### src/rtl/prf_freelist.sv
// Physical-register free list with committed map table: hands free physical IDs to
// rename and takes back registers released by commit or rollback bundles.
package prf_freelist_pkg;
  localparam int LRW = 5;
  localparam int PRW = 6;

  typedef struct packed {
    logic [15:0]    opid;
    logic [LRW-1:0] lrda;
    logic [PRW-1:0] prda;
    logic           rollback;
  } com_bundle_t;
endpackage

module prf_freelist
  import prf_freelist_pkg::*;
#(
  parameter int rwd   = 4,
  parameter int cwd   = 4,
  parameter int nlreg = 32,
  parameter int nphy  = 64
) (
  input  logic                                clk,
  input  logic                                rst,
  input  logic [rwd-1:0]                      alloc_req,
  output logic                                alloc_ok,
  output logic [rwd-1:0][$clog2(nphy)-1:0]    alloc_prda,
  input  com_bundle_t [cwd-1:0]               com_bundle,
  output logic [$clog2(nphy):0]               free_num,
  output logic                                err
);

  localparam int PW = $clog2(nphy);
  localparam int CW = PW + 1;
  localparam int INIT_FREE_I = nphy - nlreg;
  localparam int NPHY_M1_I   = nphy - 1;
  localparam logic [PW-1:0] INIT_TAIL = INIT_FREE_I[PW-1:0];
  localparam logic [CW-1:0] INIT_FREE = INIT_FREE_I[CW-1:0];
  localparam logic [CW:0]   NPHY_X    = nphy[CW:0];
  localparam logic [CW:0]   NPHY_M1   = NPHY_M1_I[CW:0];

  typedef logic [PW-1:0] preg_t;

  preg_t queue   [nphy];
  preg_t cmt_map [nlreg];
  preg_t head;
  preg_t tail;

  logic [CW-1:0]                 k;
  logic [rwd-1:0][CW-1:0]        aoff;
  logic [cwd-1:0]                cact;
  logic                          rb;
  preg_t                         old;
  logic [cwd-1:0][PW-1:0]        pval;
  logic [cwd-1:0]                pvld;
  logic [cwd-1:0][CW-1:0]        ppos;
  logic [CW-1:0]                 pcnt;
  logic [CW:0]                   fn_next;
  logic                          unused_bits;

  // Pointer advance is at most one lap short of nphy, so one conditional subtract wraps
  // correctly for non-power-of-2 queue depths as well.
  function automatic preg_t wrap_add(input preg_t a, input logic [CW-1:0] b);
    logic [CW:0] s;
    s = {2'b00, a} + {1'b0, b};
    if (s >= NPHY_X) s = s - NPHY_X;
    return s[PW-1:0];
  endfunction

  function automatic preg_t init_slot(input int i);
    int v;
    v = i + nlreg;
    return (i < INIT_FREE_I) ? v[PW-1:0] : '0;
  endfunction

  function automatic preg_t ident(input int i);
    return i[PW-1:0];
  endfunction

  always_comb begin
    k = '0;
    aoff = '0;
    for (int i = 0; i < rwd; i++) begin
      aoff[i] = k;
      if (alloc_req[i]) k = k + 1'b1;
    end
    alloc_ok = (free_num >= k);
    alloc_prda = '0;
    for (int i = 0; i < rwd; i++) alloc_prda[i] = queue[wrap_add(head, aoff[i])];
  end

  always_comb begin
    rb = com_bundle[0].rollback;
    cact = '0;
    for (int i = 0; i < cwd; i++) begin
      if (rb) cact[i] = (com_bundle[i].lrda != '0) && (com_bundle[i].prda != '0);
      else    cact[i] = com_bundle[i].opid[15] && (com_bundle[i].lrda != '0);
    end
  end

  // Within a commit bundle, an earlier lane to the same logical register supersedes
  // the committed map for later lanes, so its prda is what gets released.
  always_comb begin
    old = '0;
    pval = '0;
    pvld = '0;
    ppos = '0;
    pcnt = '0;
    for (int i = 0; i < cwd; i++) begin
      old = cmt_map[com_bundle[i].lrda];
      for (int j = 0; j < i; j++)
        if (cact[j] && (com_bundle[j].lrda == com_bundle[i].lrda)) old = com_bundle[j].prda;
      pval[i] = rb ? com_bundle[i].prda : old;
      pvld[i] = cact[i] && (pval[i] != '0);
      ppos[i] = pcnt;
      if (pvld[i]) pcnt = pcnt + 1'b1;
    end
  end

  always_comb begin
    fn_next = {1'b0, free_num} - (alloc_ok ? {1'b0, k} : '0) + {1'b0, pcnt};
  end

  always_ff @(posedge clk) begin
    if (rst) begin
      for (int i = 0; i < nlreg; i++) cmt_map[i] <= ident(i);
      for (int i = 0; i < nphy; i++)  queue[i]   <= init_slot(i);
      head     <= '0;
      tail     <= INIT_TAIL;
      free_num <= INIT_FREE;
      err      <= 1'b0;
    end else begin
      if (alloc_ok) head <= wrap_add(head, k);
      tail <= wrap_add(tail, pcnt);
      for (int i = 0; i < cwd; i++)
        if (pvld[i]) queue[wrap_add(tail, ppos[i])] <= pval[i];
      // Later lanes overwrite earlier ones, leaving the youngest writer in the map.
      if (!rb)
        for (int i = 0; i < cwd; i++)
          if (cact[i]) cmt_map[com_bundle[i].lrda] <= com_bundle[i].prda;
      free_num <= fn_next[CW-1:0];
      if (fn_next > NPHY_M1) err <= 1'b1;
    end
  end

  always_comb begin
    unused_bits = 1'b0;
    for (int i = 0; i < cwd; i++)
      unused_bits = unused_bits ^ (^com_bundle[i].opid[14:0]) ^ com_bundle[i].rollback;
  end

endmodule

### config.mk
export PLATFORM = sky130hd
export DESIGN_NAME = prf_freelist
export DESIGN_NICKNAME = d
export VERILOG_FILES = /design/src/rtl/prf_freelist.sv
export SDC_FILE = /design/constraint.sdc
export NUM_CORES = 2
export LEC_CHECK = 0
export CORE_ASPECT_RATIO = 1.75
export CORE_UTILIZATION = 30
export DETAILED_ROUTE_END_ITERATION = 12
export GPL_TIMING_DRIVEN = 0
export MAX_ROUTING_LAYER = met4
export PLACE_DENSITY = 0.54
export SYNTH_ARGS = -nofsm -noshare
export SYNTH_HDL_FRONTEND = slang
export SYNTH_SLANG_ARGS = --single-unit
### constraint.sdc
create_clock -name clk -period 8.09 [get_ports clk]
set_input_delay 0.809 -clock clk [delete_from_list [all_inputs] [get_ports clk]]
set_output_delay 0.809 -clock clk [all_outputs]
set_load 0.01 [all_outputs]
==> metrics.cfg, run 1 <==
[synthesis]
yosysSeqAreaShare=0.288
syn_area_sq_um=61800
synth_ff_type=edfxtp_1
synth_commonest_cells=mux4_2, edfxtp_1, nor2_1
syn_inst=6286
ys_top_cells_by_area=edfxtp_1, mux4_2, a21oi_1, mux2i_1, o21ai_0
async_flop_share=0
post-synth-top-count-cell=mux4_2
ys.warnings.count=0
ys_ff_latch=602
synth.avg_cell_area_sq_um=9.83
synth-edff-count=576
synth_cell_types=118
synth_top_cell_area_share=0.280
yosys.area.top_type=edfxtp_1

[outcome]
stop_stage=global routing
status=stopped before the end
error=[ERROR GRT-0116] Global routing finished with congestion. Check the congestion regions in the DRC Viewer.

[floorplan]
die-width_um=345
die-height_um=602
rows=220
io_pins=151
start_util=0.301

[clock_network]
holdBufCountCts=0
numClockSinks=602
root_buffer=clkbuf_16
cts_buffers=57
h-tree-depth=2
cts_buffer_depth=3

[grt]
grt_pass1_vias=89600
grt_pass1_wl_um=1070000
grt_usage=0.745
grt_start_max_net_pins=20
overflow=2930

[placement]
dpl_worst_slack_ns=-4.65
dpl.hpwl_um=494000
io_buffers=60
routabilityCongestion=1.31

-- through the flow --
stage | utilization | instances | area (sq um)
2_1_floorplan | - | 6295 | 61800
3_3_place_gp | 0.321 | 9019 | 65800
3_5_place_dp | 0.326 | 9077 | 66900
4_1_cts | 0.343 | 9196 | 70200
-- kinds of logic after synthesis --
kind of cell / count (synthesis) / synth area share
buffers and inverters: 767 / 0.0527
DFF: 602 / 0.288
and+or+nand+nor: 1699 / 0.130
muxes: 873 / 0.266
xor gates and xnor gates: 77 / 0.0109
other: 2 / 0.000121
AOI/OAI and AO/OA: 2213 / 0.240
adders and majority gates: 53 / 0.0119
-- metal layers --
| layer | GRT usage | GRT overflow |
|---|---|---|
| met2 | 0.945 | 1897 |
| met4 | 0.793 | 923 |
| met3 | 0.496 | 73 |
| met1 | 0.718 | 37 |
| met5 | - | - |
-- what timing repair did --
| action | 4_1_cts |
|---|---|
| gates resized for setup | 295 |
| endpoints found under the setup margin | 781 |
| pin swaps | 21 |
| buffers inserted | 27 |
==> inputs of run 2 (changes only) <==
==> config.mk (replaced) <==
export PLATFORM = sky130hd
export DESIGN_NAME = prf_freelist
export DESIGN_NICKNAME = d
export VERILOG_FILES = /design/src/rtl/prf_freelist.sv
export SDC_FILE = /design/constraint.sdc
export NUM_CORES = 2
export LEC_CHECK = 0
export CORE_UTILIZATION = 20
export DETAILED_ROUTE_END_ITERATION = 12
export GPL_TIMING_DRIVEN = 0
export PLACE_DENSITY_LB_ADDON = 0.15
export SYNTH_ARGS = -nofsm -noshare
export SYNTH_HDL_FRONTEND = slang
export SYNTH_SLANG_ARGS = --single-unit
==> run 2 against run 1 <==
  * Synthesized cell count unchanged
  * The flow now finishes, with violations (max-capacitance violations, max-slew violations, negative setup slack)
  * Area after synthesis unchanged
==> metrics.cfg, run 2 <==
[outcome]
status=complete, but fails checks
violations=max-capacitance violations, max-slew violations, negative setup slack

[timing]
hold_violations=0
setup_viol=112
clock-skew-final_ns=0.0653
fin_ws_ns=-0.196
worst_slew_pin_slew_ns=1.63
max_slew_margin=-0.0852
period_share=1.02
period_needed_ns=8.29
slew_violations=225
fmax_mhz=121
rsz0062_at_grt=true

[cells_and_area]
layout-drive-gt1-share=0.242
final_cell_area_sq_um=73600
top_regs=queue x384, cmt_map x192, free_num x7
largest_reg_flops=384
final_nets=6702
final_util=0.240
syn2layout_area_growth_pct=19.1
final_cell_mix=mux4_2, edfxtp_1, nor2_1, a21oi_1, nand2_1
layout_commonest_cell=mux4_2
nFillCells=33100
regMostFlops=queue
final_cell_count_no_fill=10700

[setup_path]
path_class=in2reg
startpoint_type=input pin
crit_path_max_fanout=10
critPathArrivalTime_ns=8.76
end_kind=register
worst-endpoint-required_ns=8.56

[clock_network]
clock_latency_ns=0.86
cts_tree=yes
root_buffer=clkbuf_16
h-tree-depth=3  ; +1
holdBufCountCts=0  ; unchanged
numClockSinks=602  ; unchanged
cts_buffers=88  ; +54%
clk_pin_slew_ns=0.06
cts_buffer_depth=4  ; +1

[synthesis]
yosys.area.top_type=edfxtp_1
synth.avg_cell_area_sq_um=9.83  ; unchanged
syn_inst=6286  ; unchanged
ys.warnings.count=0  ; unchanged
syn_area_sq_um=61800  ; unchanged
synth-edff-count=576  ; unchanged
synth_ff_type=edfxtp_1
yosysSeqAreaShare=0.288  ; unchanged
async_flop_share=0  ; unchanged
synth_top_cell_area_share=0.280  ; unchanged
ys_ff_latch=602  ; unchanged
post-synth-top-count-cell=mux4_2
synth_commonest_cells=mux4_2, edfxtp_1, nor2_1
synth_cell_types=118  ; unchanged
ys_top_cells_by_area=edfxtp_1, mux4_2, a21oi_1, mux2i_1, o21ai_0

[placement]
place_inst=10500  ; +16%
dpl.hpwl_um=481000  ; -2.6%
io_buffers=60  ; unchanged
place_area_sq_um=69000  ; +3.1%
routabilityCongestion=1.05  ; -20%

[detailed_routing]
wire_per_inst_um=56.4
first_pass_iters=8
drc_errors=0
routed_wl_um=605000
num_vias=68800
viasPerCell=6.42
first_iter_violations=10500
ant_nets=0

[grt]
grt_usage=0.379
overflow=0
grt_pass1_vias=63800
antenna_found_initial=76
grt_pass1_wl_um=751000
grt_start_max_net_pins=13

[floorplan]
io_pins=151  ; unchanged
dieArea_sq_um=311000
start_util=0.202  ; -0.0998
rows=203  ; -7.7%
core_area_sq_um=307000
die-width_um=558  ; +62%
die-height_um=558  ; -7.4%

[power_and_ir_drop]
irDropWorstVdd_uv=345
p_leak_nw=22.5
power_density_nw_per_um2=317

[job]
drv_cap=26

[min_path]
hold_path_class=reg2reg

-- run 2: cell counts after synthesis --
Identical to the previous run, type by type.
-- run 2: stage by stage --
| stage | power [mW] | setup TNS (ns) | hold slack (ns) | worst slack (ns) |
|---|---|---|---|---|
| after global placement | 18.4 | -3220.65 | 0.616 | -4.90 |
| after CTS | 22.8 | 0 | 0.610 | 0.0212 |
| final | 23.3 | -5.20 | 0.612 | -0.196 |
| after detailed placement | 18.6 | -2644.35 | 0.591 | -4.04 |
| after floorplan | 10.7 | 0 | 0.484 | 1.35 |
| after global routing | 23.2 | -0.00972 | 0.633 | -0.00972 |
-- run 2: what timing repair did --
action                                  in CTS  in global routing
endpoints found under the setup margin     778                507
resized for setup                          246                 78
buffers inserted                            25                  2
endpoints found under the hold margin        0                  0
pin swaps                                   14                  6
-- run 2: worst max-delay path: stages --
cell	delay, ns
clkbuf_1	0.33
inv_1	0.32
clkdlybuf4s15_1	0.88
o311ai_4	0.45
or4b_1	0.65
o311ai_2	0.20
and3_4	0.40
nand3_2	0.23
buf_6	0.28
nand2_1	0.21
ha_1	0.32
ha_1	0.24
fa_1	0.49
xor2_1	0.44
or3_1	0.56
clkbuf_2	0.79
nor3_1	0.27
a221oi_1	0.54
o22ai_2	0.27
-- run 2: cell type report --
type / count / area, sq um / share of cell area
antenna: 32 / 80.1 / 0.00109
buffer: 709 / 3320 / 0.0452
clock buffer: 102 / 2280 / 0.0309
clock inverter: 47 / 569 / 0.00773
inverter: 50 / 191 / 0.00260
multi-input combinational: 4926 / 42400 / 0.575
sequential: 602 / 17800 / 0.242
tap: 4100 / 5130 / 0.0697
timing repair buffer: 154 / 1880 / 0.0255
-- run 2: kinds of logic after synthesis --
logic type | synth area share
compound gates | 0.240
simple gates | 0.130
mux | 0.266
buf+inv | 0.0527
flops | 0.288
xor+xnor | 0.0109
fa+ha+maj | 0.0119
other cells | 0.000121
-- run 2: report_power, final --
part	internal (mW)	total (mW)	switching, mW
clock	2.39	4.02	1.63
combinational	4.72	14.7	10.0
sequential	3.86	4.58	0.726
-- run 2: path summary, 6_finish.rpt --
kind | from | end | slack [ns] | depth (start not counted)
worst max register to register | cmt_map[7][0]$_DFFE_PP_ | queue[34][4]$_DFFE_PP_ | -0.07 | 20
worst min-delay path | err$_SDFFE_PP0N_ | err$_SDFFE_PP0N_ | 0.61 | 2
worst max-delay path | com_bundle[0] | queue[34][4]$_DFFE_PP_ | -0.20 | 19
worst min register to register | err$_SDFFE_PP0N_ | err$_SDFFE_PP0N_ | 0.61 | 2
-- run 2: routing by layer --
metal	share of wire	vias up	GRT usage
met1	0.37	35900	0.437
met2	0.43	5191	0.576
met3	0.084	1591	0.0937
met5	0.00034	-	0
li1	-	26100	-
met4	0.11	32	0.353
Note: power is estimated with default switching activity, not from simulation.
